## src/rtl/comparator_serial.sv

```systemverilog
// Multi-cycle magnitude comparator: walks A/B one DIGIT-bit slice per clock, MSB first.
// Supports unsigned and two's-complement compares, optionally exiting on the first differing slice.
module comparator_serial #(
  parameter int WIDTH      = 16,
  parameter int DIGIT      = 4,
  parameter int EARLY_EXIT = 1
) (
  input  logic             clk,
  input  logic             rst,
  input  logic             start,
  input  logic             signed_mode,
  input  logic [WIDTH-1:0] A,
  input  logic [WIDTH-1:0] B,
  output logic             busy,
  output logic             done,
  output logic             AlB,
  output logic             AgB,
  output logic             AeB
);

  localparam int N  = WIDTH / DIGIT;
  localparam int IW = (N > 1) ? $clog2(N) : 1;
  localparam logic [IW-1:0] IDX_TOP = IW'(N - 1);

  typedef enum logic {IDLE, COMPARE} state_t;

  state_t           state_q, state_d;
  logic [IW-1:0]    idx_q, idx_d;
  logic [WIDTH-1:0] a_q, a_d, b_q, b_d;
  logic             sgn_q, sgn_d;
  logic             done_q, done_d;
  logic             alb_q, alb_d, agb_q, agb_d, aeb_q, aeb_d;
  logic             dec_q, dec_d, dec_lt_q, dec_lt_d, dec_gt_q, dec_gt_d;

  logic [DIGIT-1:0] slice_a, slice_b;
  logic             step_lt, step_gt, fin_lt, fin_gt;

  // Per-step decision; the sign-bit check only applies on the MSB slice.
  always_comb begin
    slice_a = a_q[idx_q*DIGIT +: DIGIT];
    slice_b = b_q[idx_q*DIGIT +: DIGIT];
    step_lt = 1'b0;
    step_gt = 1'b0;
    if (sgn_q && (idx_q == IDX_TOP) && (a_q[WIDTH-1] != b_q[WIDTH-1])) begin
      step_lt = a_q[WIDTH-1];
      step_gt = ~a_q[WIDTH-1];
    end else if (slice_a < slice_b) begin
      step_lt = 1'b1;
    end else if (slice_a > slice_b) begin
      step_gt = 1'b1;
    end
    fin_lt = dec_q ? dec_lt_q : step_lt;
    fin_gt = dec_q ? dec_gt_q : step_gt;
  end

  always_comb begin
    state_d  = state_q;
    idx_d    = idx_q;
    a_d      = a_q;
    b_d      = b_q;
    sgn_d    = sgn_q;
    done_d   = 1'b0;
    alb_d    = alb_q;
    agb_d    = agb_q;
    aeb_d    = aeb_q;
    dec_d    = dec_q;
    dec_lt_d = dec_lt_q;
    dec_gt_d = dec_gt_q;
    case (state_q)
      IDLE: begin
        if (start) begin
          a_d      = A;
          b_d      = B;
          sgn_d    = signed_mode;
          idx_d    = IDX_TOP;
          dec_d    = 1'b0;
          dec_lt_d = 1'b0;
          dec_gt_d = 1'b0;
          state_d  = COMPARE;
        end
      end
      COMPARE: begin
        if (EARLY_EXIT != 0) begin
          if (step_lt || step_gt || (idx_q == '0)) begin
            alb_d   = step_lt;
            agb_d   = step_gt;
            aeb_d   = ~(step_lt | step_gt);
            done_d  = 1'b1;
            state_d = IDLE;
          end else begin
            idx_d = idx_q - 1'b1;
          end
        end else begin
          // Full-latency mode: remember the first decision, keep stepping to slice 0.
          if (!dec_q && (step_lt || step_gt)) begin
            dec_d    = 1'b1;
            dec_lt_d = step_lt;
            dec_gt_d = step_gt;
          end
          if (idx_q == '0) begin
            alb_d   = fin_lt;
            agb_d   = fin_gt;
            aeb_d   = ~(fin_lt | fin_gt);
            done_d  = 1'b1;
            state_d = IDLE;
          end else begin
            idx_d = idx_q - 1'b1;
          end
        end
      end
      default: state_d = IDLE;
    endcase
  end

  always_ff @(posedge clk) begin
    if (rst) begin
      state_q  <= IDLE;
      idx_q    <= '0;
      a_q      <= '0;
      b_q      <= '0;
      sgn_q    <= 1'b0;
      done_q   <= 1'b0;
      alb_q    <= 1'b0;
      agb_q    <= 1'b0;
      aeb_q    <= 1'b0;
      dec_q    <= 1'b0;
      dec_lt_q <= 1'b0;
      dec_gt_q <= 1'b0;
    end else begin
      state_q  <= state_d;
      idx_q    <= idx_d;
      a_q      <= a_d;
      b_q      <= b_d;
      sgn_q    <= sgn_d;
      done_q   <= done_d;
      alb_q    <= alb_d;
      agb_q    <= agb_d;
      aeb_q    <= aeb_d;
      dec_q    <= dec_d;
      dec_lt_q <= dec_lt_d;
      dec_gt_q <= dec_gt_d;
    end
  end

  assign busy = (state_q == COMPARE);
  assign done = done_q;
  assign AlB  = alb_q;
  assign AgB  = agb_q;
  assign AeB  = aeb_q;

endmodule

```

## config.mk

```make
export PLATFORM = sky130hd
export DESIGN_NAME = comparator_serial
export DESIGN_NICKNAME = d
export VERILOG_FILES = /design/src/rtl/comparator_serial.sv
export SDC_FILE = /design/constraint.sdc
export NUM_CORES = 1
export LEC_CHECK = 0
export ABC_CLOCK_PERIOD_IN_PS = 8000
export BUFFER_PORTS_ARGS = -buffer_cell sky130_fd_sc_hd__buf_2
export CAP_MARGIN = 10
export CORE_MARGIN = 2
export CORE_UTILIZATION = 55
export CTS_CLUSTER_DIAMETER = 200
export DETAILED_ROUTE_END_ITERATION = 6
export GPL_ROUTABILITY_DRIVEN = 0
export PLACE_DENSITY_LB_ADDON = 0.15
export SLEW_MARGIN = 0
export SYNTH_ARGS = -nofsm -noshare
export SYNTH_HDL_FRONTEND = slang
export SYNTH_SLANG_ARGS = --single-unit
```

## constraint.sdc

```tcl
create_clock -name clk -period 8 [get_ports clk]
set_clock_uncertainty 0.1 [all_clocks]
set_input_delay 1.2 -clock clk [delete_from_list [all_inputs] [get_ports clk]]
set_output_delay 1.2 -clock clk [all_outputs]
set_load 0.03 [all_outputs]
```

Word-level counts from Yosys, hierarchy flattened
Cells that the tools add are included.
{"block": "word_totals", "ff_bits": 40, "input_bits": 36, "out_inout_bits": 5, "wordCells": 43}
{"block": "op_classes", "n_addsub": 1, "magnitude_cmp": 2, "eq_ne": 4, "shifts": 2, "muxes": 12, "bitwise": 4, "reduce_logical": 9}
{"cell": "$shiftx A16 B5 Y4", "n": 2}
{"cell": "$mux W1", "n": 8}
{"cell": "$reduce_and A2 Y1", "n": 3}
{"cell": "$gt A4 B4 Y1", "n": 1}
{"cell": "$lt A4 B4 Y1", "n": 1}
{"cell": "$mux W2", "n": 2}
{"cell": "$ne A2 B2 Y1 const B", "n": 2}
{"cell": "$pmux W2 S2", "n": 1}
{"cell": "$not A1 Y1", "n": 3}
{"cell": "$eq A2 B2 Y1 const B", "n": 1}
{"cell": "$logic_and A1 B1 Y1", "n": 2}
{"cell": "$logic_not A2 Y1", "n": 1}
{"cell": "$logic_or A1 B1 Y1", "n": 2}
{"cell": "$pmux W1 S2", "n": 1}
{"cell": "$reduce_or A2 Y1", "n": 1}
{"cell": "$sub A2 B1 Y2 const B", "n": 1}
{"cell": "$ne A1 B1 Y1", "n": 1}
{"cell": "$or A1 B1 Y1", "n": 1}

Depth between registers and ports, before layout
Gate-level depths: netlist (run 1).
{"block": "logic_depth", "depth_word": 9, "ltp_mapped": 9, "mapped_depth_nobuf": 8}

Worst setup path after synthesis (run 1)
OpenSTA, ideal clock, no wires.
{"block": "synth_timing", "kind": "register to register", "from": "reg idx_q[0]", "to": "reg alb_q (netlist: AlB)", "setup_ns": 0.124, "arrival_time_ns": 2.534, "t_required_ns": 7.776, "path_slack_ns": 5.243, "path_stages_with_launch": 8, "n_path_buf": 1, "synth_period_minus_slack_ns": 2.757, "cell_sequence": "dfxtp_1 -> buf_2 -> mux4_1 -> ha_1 -> a21oi_1 -> nor3b_1 -> o41ai_4 -> o311a_2"}
{"block": "synth_via", "elab_chain_cells": 8, "word_cells_on_any_way": 16, "cone_classes": "order compare: 2; eq/ne: 1; shift: 2; mux: 5; reduce/logical: 6"}
{"element": "from (decl)", "line": "28", "source": "logic [IW-1:0] idx_q, idx_d;"}
{"element": "from (signal assigned)", "line": "131", "source": "idx_q <= idx_d;"}
{"element": "$shiftx A16 B5 Y4, on equally long branches", "line": "40, 41"}
{"element": "$gt A4 B4 Y1", "line": "49", "source": "end else if (slice_a > slice_b) begin"}
{"element": "$mux W1", "line": "49"}
{"element": "$mux W1", "line": "47", "source": "end else if (slice_a < slice_b) begin"}
{"element": "$mux W1", "line": "44", "source": "if (sgn_q && (idx_q == IDX_TOP) && (a_q[WIDTH-1] != b_q[WIDTH-1])) begin"}
{"element": "$logic_or A1 B1 Y1"}
{"element": "$logic_or A1 B1 Y1", "line": "84", "source": "if (step_lt || step_gt || (idx_q == '0)) begin"}
{"element": "$reduce_and A2 Y1 (no source line)"}
{"element": "to (signal assigned)", "line": "136", "source": "alb_q <= alb_d;"}
{"element": "to (decl)", "line": "32", "source": "logic alb_q, alb_d, agb_q, agb_d, aeb_q, aeb_d;"}
Several ways; a longest one is shown, not always the timed one.
A chain may end at the register's enable or synchronous reset.

Worst setup path after layout (run 1)
Ends and elaborated chain as after synthesis.

==> impl_metrics.json, run 1 <==
{
  "status": "finished clean",
  "hp-start": "b_q[14]",
  "wire_per_inst_um": 12.0,
  "clkTransAtPathRegs_ns": 0.11,
  "final_util_pct": 66.4,
  "r2r_cells": 6,
  "ctsResizeCount": 0,
  "ios": 41,
  "placementRows": 20,
  "die_w_um": 61.1,
  "syn_area_per_cell_um2": 8.69,
  "syn_to_final_growth_pct": 14.1,
  "slowest_delay_ns": 0.71,
  "critPathLaunchType": "register",
  "num_vias": 1490,
  "maxSlewHeadroom_pct": 21.0,
  "setup_violations": 0,
  "finalSetupTns_ns": 0,
  "track_usage_pct": 21.6,
  "synth_cells": 206,
  "ys_seq_elements": 40,
  "crit_chain": "mux4_1 -> ha_1 -> a21oi_1 -> nor3b_1 -> o41ai_4 -> o311a_2",
  "slew_violations": 0,
  "worst_pin_slew_ns": 1.18,
  "cts_tree": "done",
  "grt_pass1_vias": 1387,
  "coreArea_um2": 3080,
  "drt_iter0_drc": 50,
  "timing.rr.start": "idx_q[0]",
  "endpoint_kind": "register",
  "synth_compound_area_share_pct": 15.7,
  "synth-adder-area-share_pct": 4.19,
  "synth_warnings": 0,
  "dp_hpwl_mm": 2.44,
  "drive_gt1_share_pct": 25.9,
  "start_util_pct": 58.2,
  "drt-total-wl_mm": 3.39,
  "htree_num_levels": 2,
  "maxCapViolations": 0,
  "grt_max_degree": 40,
  "finalHoldViolCount": 0,
  "yosysUniqueCellTypes": 30,
  "synth-simple-area-share_pct": 19.9,
  "synth_mux_area_share_pct": 10.3,
  "clock_sinks": 40,
  "ff2ff_setup_slack_ns": 4.92,
  "cts_buffers": 5,
  "ir_worst_vdd_mv": 0.135,
  "whs_path_depth": 2,
  "critPathSlowestCell": "dfxtp_1",
  "r2r_end": "AlB",
  "synth_top_family_by_area": "simple AND/OR/NAND/NOR gates",
  "die_h_um": 61.1,
  "path_max_fanout": 10,
  "firstDrtPassIters": 4,
  "grt_pass1_wl_mm": 5.89,
  "ys_seq_area_share_pct": 44.7,
  "whs_endpoint": "b_q[14]",
  "dieArea_um2": 3730,
  "hold_path_class": "reg -> reg",
  "startpoint": "idx_q[0]",
  "fin_nets": 281,
  "leakagePower_uw": 0.000854,
  "antenna_left": 0,
  "antenna_found_initial": 0,
  "viasPerCell": 5.27,
  "cts_buffer_depth": 2,
  "synth-xor-area-share_pct": 0.489,
  "overflow": 0,
  "fin_crit_sh_pct": 38.5,
  "drc": 0,
  "p_per_area_nw_per_um2": 221,
  "portBuffers": 40,
  "syn_area_um2": 1790,
  "cp.required_ns": 8.14,
  "syn_nets": 248,
  "maxClockFrequency_mhz": 324,
  "worst-setup-path-type": "reg -> reg",
  "clock-root-buffer": "clkbuf_4",
  "diodes": 0,
  "holdWs_ns": 0.358,
  "rsz0062_at_grt": "no",
  "postCtsSetupBuffers": 0,
  "clkLatencyLatePin_ns": 0.34,
  "worstPathArrival_ns": 3.22,
  "cts_hold_buf": 0,
  "period_needed_ns": 3.08
}
[cell usage in the layout, fill, tap and decap left out, drive strengths merged, types with 4 or more instances in the layout]
| cell type | count |
|---|---|
| a21oi | 35 |
| buf | 41 |
| clkbuf | 6 |
| dfxtp | 40 |
| ha | 6 |
| inv | 7 |
| mux4 | 8 |
| nand2 | 68 |
| nor2 | 4 |
[where the power goes]
part | total, µW | internal [µW] | switching, µW
clock network | 93.1 | 32.4 | 60.7
registers | 237 | 217 | 19.7
logic | 122 | 55.5 | 66.5
[synth_stat cells, drive strengths merged]
cell,instances,area (µm²)
a21oi,35,175
and3,1,11.3
ha,6,75.1
mux4,8,184
o311a,1,11.3
dfxtp,40,801
a221oi,1,15.0
nand3,2,10.0
o21ai,2,13.8
nor2b,2,12.5
nand4,1,6.26
inv,7,26.3
a31oi,1,6.26
nand2b,2,12.5
nand2,68,255
a211oi,1,7.51
xor2,1,8.76
o31ai,1,7.51
buf,2,10.0
clkbuf,13,48.8
nor3b,2,20.0
and2,1,7.51
o41ai,1,27.5
or3,1,6.26
nor2,4,15.0
o2111ai,1,8.76
o211ai,1,7.51
[worst max-delay path by stage]
stage,to,slack [ns],cells past startpoint
2_1_floorplan,AlB,5.24,7
4_1_cts,AlB,4.89,6
3_3_place_gp,AlB,4.97,6
5_1_grt,AlB,4.71,6
6_report,AlB,4.92,6
3_5_place_dp,AlB,4.92,6
[kinds of logic (layout without fill, tap and decap cells)]
logic type	after synthesis	after routing
xor gates and xnor gates	1	1
DFF	40	40
AOI/OAI and AO/OA	45	45
adders and majority gates	6	6
and+or+nand+nor	84	84
buffers and inverters	22	55
muxes	8	8
[critical path, delay by kind of cell (launching register included)]
kind,cells,cell delay (ns)
multiplexers,1,0.63
AND/OR/NAND/NOR,1,0.41
flip-flops,1,0.71
adder cells (fa/ha/maj),1,0.35
AO/OA/AOI/OAI,3,0.79
[registers in the layout, summed over array words and instances (netlist names)]
| name | cells |
|---|---|
| AgB | 1 |
| AeB | 1 |
| AlB | 1 |
| done | 1 |
| b_q | 16 |
| a_q | 16 |
| sgn_q | 1 |
| busy | 1 |
| idx_q | 2 |
[per-stage QoR]
stage	power (µW)	cells	cell area, µm²	setup WS, ns
2_1_floorplan	334	206	1790	5.24
3_3_place_gp	361	276	2000	4.97
3_5_place_dp	365	276	2000	4.92
4_1_cts	455	283	2040	4.89
5_1_grt	481	283	2040	4.71
6_report	452	283	2040	4.92
[routing by layer]
metal / up-vias / wire [µm] / track usage (%)
li1: 763 / - / -
met1: 683 / 1560 / 26.1
met2: 35 / 1610 / 35.3
met3: 9 / 162 / 6.51
met4: 0 / 65 / 10.6
met5: - / 0 / 0
[final cells by class]
type                       instances  area (µm²)
sequential                        40         801
clock inverter                     1        5.00
inverter                           7        26.3
clock buffer                       6        41.3
multi-input combinational        144         907
timing repair buffer              41         208
fill                             290        1030
tap                               44        55.1
No activity file was read; power rests on OpenSTA's default activity.
==> run 2: changes to the inputs <==
--- a/config.mk
+++ b/config.mk
@@ -5,11 +5,12 @@
 export SDC_FILE = /design/constraint.sdc
 export NUM_CORES = 1
 export LEC_CHECK = 0
-export ABC_CLOCK_PERIOD_IN_PS = 8000
+export ABC_AREA = 1
+export ABC_CLOCK_PERIOD_IN_PS = 3180
 export BUFFER_PORTS_ARGS = -buffer_cell sky130_fd_sc_hd__buf_2
 export CAP_MARGIN = 10
 export CORE_MARGIN = 2
-export CORE_UTILIZATION = 55
+export CORE_UTILIZATION = 53
 export CTS_CLUSTER_DIAMETER = 200
 export DETAILED_ROUTE_END_ITERATION = 6
 export GPL_ROUTABILITY_DRIVEN = 0
==> constraint.sdc (replaced) <==
create_clock -name clk -period 3.18 [get_ports clk]
set_clock_uncertainty 0.1 [all_clocks]
set_input_delay 0.477 -clock clk [delete_from_list [all_inputs] [get_ports clk]]
set_output_delay 0.477 -clock clk [all_outputs]
set_load 0.03 [all_outputs]
==> run 2 against run 1 <==
Design area rose by 2.5%. Setup slack got worse by 4.0 ns. Sequential cell count did not move. Die area rose by 6.2%. Utilization fell by 3.6 points. Critical path type unchanged. Largest cell class unchanged. Highest routed layer unchanged.
==> impl_metrics.json, run 2 <==
{
  "synth_cells": 253,
  "syn_to_final_growth_pct": 13.9,
  "ios": 41,
  "worst_pin_slew_ns": 0.832,
  "leakagePower_uw": 0.000997,
  "fin_crit_sh_pct": 71.5,
  "ctsResizeCount": 0,
  "synth_top_cells_by_count": "nor2_1, o21ai_0, dfxtp_1",
  "dieArea_um2": 3960,
  "slew_violations": 0,
  "clkLatencyLatePin_ns": 0.34,
  "r2r_end": "AeB",
  "cts_buffer_depth": 2,
  "worst_slack_ns": 0.907,
  "layout_commonest_cell": "nor2_1",
  "synth-xor-area-share_pct": 0,
  "antenna_found_initial": 0,
  "coreArea_um2": 3340,
  "final_util_pct": 62.8,
  "ys_seq_area_share_pct": 43.5,
  "final_cell_mix": "nor2_1, o21ai_0, dfxtp_1, buf_2, nand2_1",
  "firstDrtPassIters": 4,
  "cts_tree": "done",
  "start_util_pct": 55.1,
  "synth_warnings": 0,
  "cts_hold_buf": 0,
  "largestRegisters": "a_q x16, b_q x16, idx_q x2",
  "path_max_fanout": 19,
  "critPathLaunchType": "register",
  "die_w_um": 62.9,
  "status": "finished clean",
  "postCtsSetupBuffers": 0,
  "clkTransAtPathRegs_ns": 0.11,
  "whs_path_depth": 2,
  "cts_buffers": 5,
  "holdWs_ns": 0.234,
  "ff2ff_setup_slack_ns": 0.91,
  "ys_seq_elements": 40,
  "yosysTopAreaCell": "dfxtp_1",
  "dp_hpwl_mm": 2.49,
  "dp_slack_ns": 0.952,
  "num_vias": 1639,
  "rsz0062_at_grt": "no",
  "maxCapViolations": 0,
  "synth_top_area_share_pct": 43.5,
  "worst-setup-path-type": "reg -> reg",
  "wire_per_inst_um": 10.7,
  "grt_pass1_vias": 1567,
  "placementRows": 21,
  "syn_area_per_cell_um2": 7.27,
  "timing.rr.start": "idx_q[0]",
  "finalSetupTns_ns": 0,
  "period_needed_ns": 2.27,
  "viasPerCell": 4.89,
  "overflow": 0,
  "synth.most_common_cell": "nor2_1",
  "r2r_cells": 14,
  "diodes": 0,
  "syn_nets": 295,
  "synth-simple-area-share_pct": 25.2,
  "setup_violations": 0,
  "synthTopCellsByArea": "dfxtp_1, nor2_1, o21ai_0",
  "track_usage_pct": 20.4,
  "n_fill_cell": 352,
  "clock_sinks": 40,
  "grt_pass1_wl_mm": 6.55,
  "synth-edff-count": 0,
  "yosysUniqueCellTypes": 25,
  "synthFlopType": "dfxtp_1",
  "synth_mux_area_share_pct": 0,
  "whs_endpoint": "AgB",
  "drt-total-wl_mm": 3.59,
  "drt_iter0_drc": 94,
  "p_per_area_nw_per_um2": 514,
  "endpoint_kind": "register",
  "async_flop_share_pct": 0,
  "portBuffers": 40,
  "synth-adder-area-share_pct": 4.08,
  "antenna_left": 0,
  "drc": 0,
  "htree_num_levels": 2,
  "synth_top_family_by_area": "simple AND/OR/NAND/NOR gates",
  "die_h_um": 62.9,
  "clock-root-buffer": "clkbuf_4",
  "maxSlewHeadroom_pct": 44.5,
  "hp-start": "rst",
  "fin_nets": 331,
  "cp.required_ns": 3.33,
  "syn_area_um2": 1840,
  "synth_compound_area_share_pct": 19.3,
  "grt_max_degree": 38,
  "maxClockFrequency_mhz": 440,
  "worstPathArrival_ns": 2.42,
  "drive_gt1_share_pct": 21.8,
  "ir_worst_vdd_mv": 0.310,
  "hold_path_class": "in -> reg",
  "finalHoldViolCount": 0,
  "startpoint": "idx_q[0]"
}
==> run 2: changes by cell type in the layout (fill, tap and decap cells not counted), moves of 3 or more <==
| cell | change |
|---|---|
| o21ai_1 | +4 |
| o21ai_0 | +41 |
| o22ai_1 | +4 |
| a32o_1 | +3 |
| nand2_1 | -45 |
| inv_2 | +5 |
| nor2_1 | +74 |
| a21oi_1 | -26 |
| mux4_2 | -7 |
| inv_1 | +5 |
==> run 2: worst max-delay path, cell delays in order, from the launching register on <==
cell and delay (ns):
dfxtp_1 0.31, buf_4 0.18, inv_2 0.24, o21ai_0 0.12, nor2_1 0.12, a21oi_1 0.05, ha_1 0.31, nand2_1 0.08
nor2_2 0.14, nand2_1 0.07, inv_2 0.07, nand3_2 0.08, nand2_2 0.09, inv_2 0.04, o21a_1 0.15
==> run 2: cells by family after synthesis <==
logic type | Yosys count
flops | 40
buf+inv | 30
compound gates | 65
fa+ha+maj | 6
simple gates | 112
==> run 2: area by class of cell <==
type	count	area (µm²)	area share, %
inverter	17	63.8	3.05
tap	46	57.6	2.75
clock buffer	7	65.1	3.11
multi-input combinational	183	892	42.6
timing repair buffer	42	215	10.3
sequential	40	801	38.2
==> run 2: per-layer routing <==
layer  wire length [µm]  GRT usage, %  part of all wire, %  up-vias
met3                177          4.50                  4.9        4
met2               1570          33.1                   44       32
met1               1810          26.5                   50      708
met4                 29          7.50                 0.81        0
met5                  0             0                    0        -
li1                   -             -                    -      895
==> run 2: worst max path at each step <==
stage                to  slack (ns)  depth (start not counted)
3_3_place_gp   idx_q[1]        0.98                         12
5_1_grt        idx_q[1]        0.64                         14
6_report            AeB        0.91                         14
3_5_place_dp        AeB        0.95                         14
4_1_cts             AeB        0.92                         14
2_1_floorplan       AeB        1.11                         14
==> run 2: where the power goes <==
part / total [µW] / internal (µW) / switching, µW
Clock: 280 / 125 / 154
Sequential: 565 / 542 / 23.5
Combinational: 232 / 89.8 / 142
Total: 1080 / 757 / 320
==> run 2: metrics by stage <==
stage / cell area (µm²) / instances / total power [µW]
after global routing: 2090 / 335 / 1150
after CTS: 2090 / 335 / 1080
after global placement: 2030 / 328 / 808
after floorplan: 1840 / 253 / 754
final: 2090 / 335 / 1080
after detailed placement: 2030 / 328 / 809
==> run 3: changes to the inputs <==
--- a/config.mk
+++ b/config.mk
@@ -6,7 +6,7 @@
 export NUM_CORES = 1
 export LEC_CHECK = 0
 export ABC_AREA = 1
-export ABC_CLOCK_PERIOD_IN_PS = 3180
+export ABC_CLOCK_PERIOD_IN_PS = 2200
 export BUFFER_PORTS_ARGS = -buffer_cell sky130_fd_sc_hd__buf_2
 export CAP_MARGIN = 10
 export CORE_MARGIN = 2
==> constraint.sdc (replaced) <==
create_clock -name clk -period 2.2 [get_ports clk]
set_clock_uncertainty 0.1 [all_clocks]
set_input_delay 0.33 -clock clk [delete_from_list [all_inputs] [get_ports clk]]
set_output_delay 0.33 -clock clk [all_outputs]
set_load 0.03 [all_outputs]
==> run 3 against run 2 <==
Non-clock buffer count rose by 3. Setup slack lost 0.73 ns. Combinational power grew 51%. Wire length rose by 6.3%. Maximum frequency rose by 12%. Critical path depth is 2 lower. Final cell count increased by 1.2%.
==> impl_metrics.json, run 3 (synthesis gave the netlist of run 2 again) <==
{
  "maxClockFrequency_mhz": 493,
  "drt_iter0_drc": 68,
  "antenna_left": 0,
  "power.internal_uw": 1080,
  "die_h_um": 62.9,
  "cts_tree": "done",
  "power_switching_uw": 470,
  "r2r_cells": 12,
  "fin_nets": 334,
  "finalSetupTns_ns": 0,
  "fin_crit_sh_pct": 92.1,
  "htree_num_levels": 2,
  "ff2ff_setup_slack_ns": 0.17,
  "wire_per_inst_um": 11.3,
  "leakagePower_uw": 0.00101,
  "firstDrtPassIters": 4,
  "clkLatencyLatePin_ns": 0.35,
  "layout_commonest_cell": "nor2_1",
  "antenna_found_initial": 0,
  "diodes": 0,
  "start_util_pct": 55.1,
  "grt_pass1_vias": 1621,
  "largestRegisters": "a_q x16, b_q x16, idx_q x2",
  "clkTransAtPathRegs_ns": 0.10,
  "drive_gt1_share_pct": 22.9,
  "p_per_area_nw_per_um2": 732,
  "r2r_end": "AeB",
  "timing.rr.start": "idx_q[0]",
  "hold_path_class": "in -> reg",
  "ios": 41,
  "clock_sinks": 40,
  "syn_to_final_growth_pct": 15.0,
  "cts_hold_buf": 0,
  "die_w_um": 62.9,
  "cts_buffers": 5,
  "coreArea_um2": 3340,
  "track_usage_pct": 21.9,
  "whs_endpoint": "AgB",
  "whs_path_depth": 2,
  "maxSlewHeadroom_pct": 61.9,
  "grt_max_degree": 38,
  "dieArea_um2": 3960,
  "power_uw": 1550,
  "cp.required_ns": 2.36,
  "worstPathArrival_ns": 2.19,
  "holdWs_ns": 0.0729,
  "switching_share_pct": 30.4,
  "path_max_fanout": 11,
  "grt_pass1_wl_mm": 6.84,
  "seq_power_share_pct": 52.9,
  "p_clk_share_pct": 24.5,
  "dp_hpwl_mm": 2.59,
  "cts_buffer_depth": 2,
  "endpoint_kind": "register",
  "status": "finished clean",
  "overflow": 0,
  "drc": 0,
  "critPathLaunchType": "register",
  "num_vias": 1693,
  "drt-total-wl_mm": 3.82,
  "combPwrFrac_pct": 22.6,
  "finalHoldViolCount": 0,
  "ir_worst_vdd_mv": 0.427,
  "final_cell_mix": "nor2_1, o21ai_0, buf_2",
  "worst-setup-path-type": "reg -> reg",
  "rsz0062_at_grt": "no",
  "period_needed_ns": 2.03,
  "setup_violations": 0,
  "hp-start": "rst",
  "slew_violations": 0,
  "portBuffers": 40,
  "worst_pin_slew_ns": 0.571,
  "clock-root-buffer": "clkbuf_4",
  "maxCapViolations": 0,
  "placementRows": 21,
  "viasPerCell": 4.99
}
## run 3: power by group through the flow
stage	Sequential [µW]	Combinational (µW)	Clock, µW
after floorplan	837	252	0
after global placement	832	340	0
after detailed placement	832	348	0
after CTS	817	351	389
after global routing	825	403	435
final	818	350	378
## run 3: cell type report
class | instances | area [µm²]
Clock buffer | 8 | 58.8
Fill cell | 337 | 1220
Inverter | 17 | 66.3
Multi-Input combinational cell | 183 | 892
Sequential cell | 40 | 802
Tap cell | 46 | 57.6
Timing Repair Buffer | 45 | 238
## run 3: layer usage
metal	vias to the layer above	GRT usage (%)	wire (µm)
met3	5	7.75	193
li1	900	-	-
met4	0	9.72	55
met2	32	34.4	1640
met1	756	26.8	1930
met5	-	0	0
## run 3: per-stage QoR
stage | setup slack, ns | cell area [µm²] | utilization, % | std cells
finish | 0.173 | 2110 | 63.4 | 339
detailed placement | 0.145 | 2050 | 61.5 | 331
global route | 0.0251 | 2110 | 63.4 | 339
CTS | 0.121 | 2110 | 63.3 | 339
global placement | 0.154 | 2050 | 61.5 | 331
floorplan | 0.129 | 1840 | - | 253
## run 3: how the worst max path moves through the flow
stage | from | endpoint | cells after the start
finish | idx_q[0] | AeB | 12
floorplan | idx_q[0] | AeB | 14
global placement | idx_q[0] | AeB | 12
detailed placement | idx_q[1] | AeB | 13
CTS | idx_q[1] | AeB | 13
global route | idx_q[0] | idx_q[0] | 11
## run 3: worst max-delay path, cell delays in order (launching register included)
cell	delay (ns)
dfxtp_2	0.38
buf_4	0.18
nand2_1	0.06
a32o_1	0.25
ha_1	0.27
nand2_1	0.07
nor2_2	0.12
nand2_1	0.07
inv_2	0.08
nand3_2	0.08
nand2_2	0.09
inv_2	0.05
o21a_1	0.15
## run 3: timing repair
action / in CTS / in global routing
resized for setup: 0 / 5
buffers inserted: 0 / 0
endpoints found under the setup margin: 0 / 5
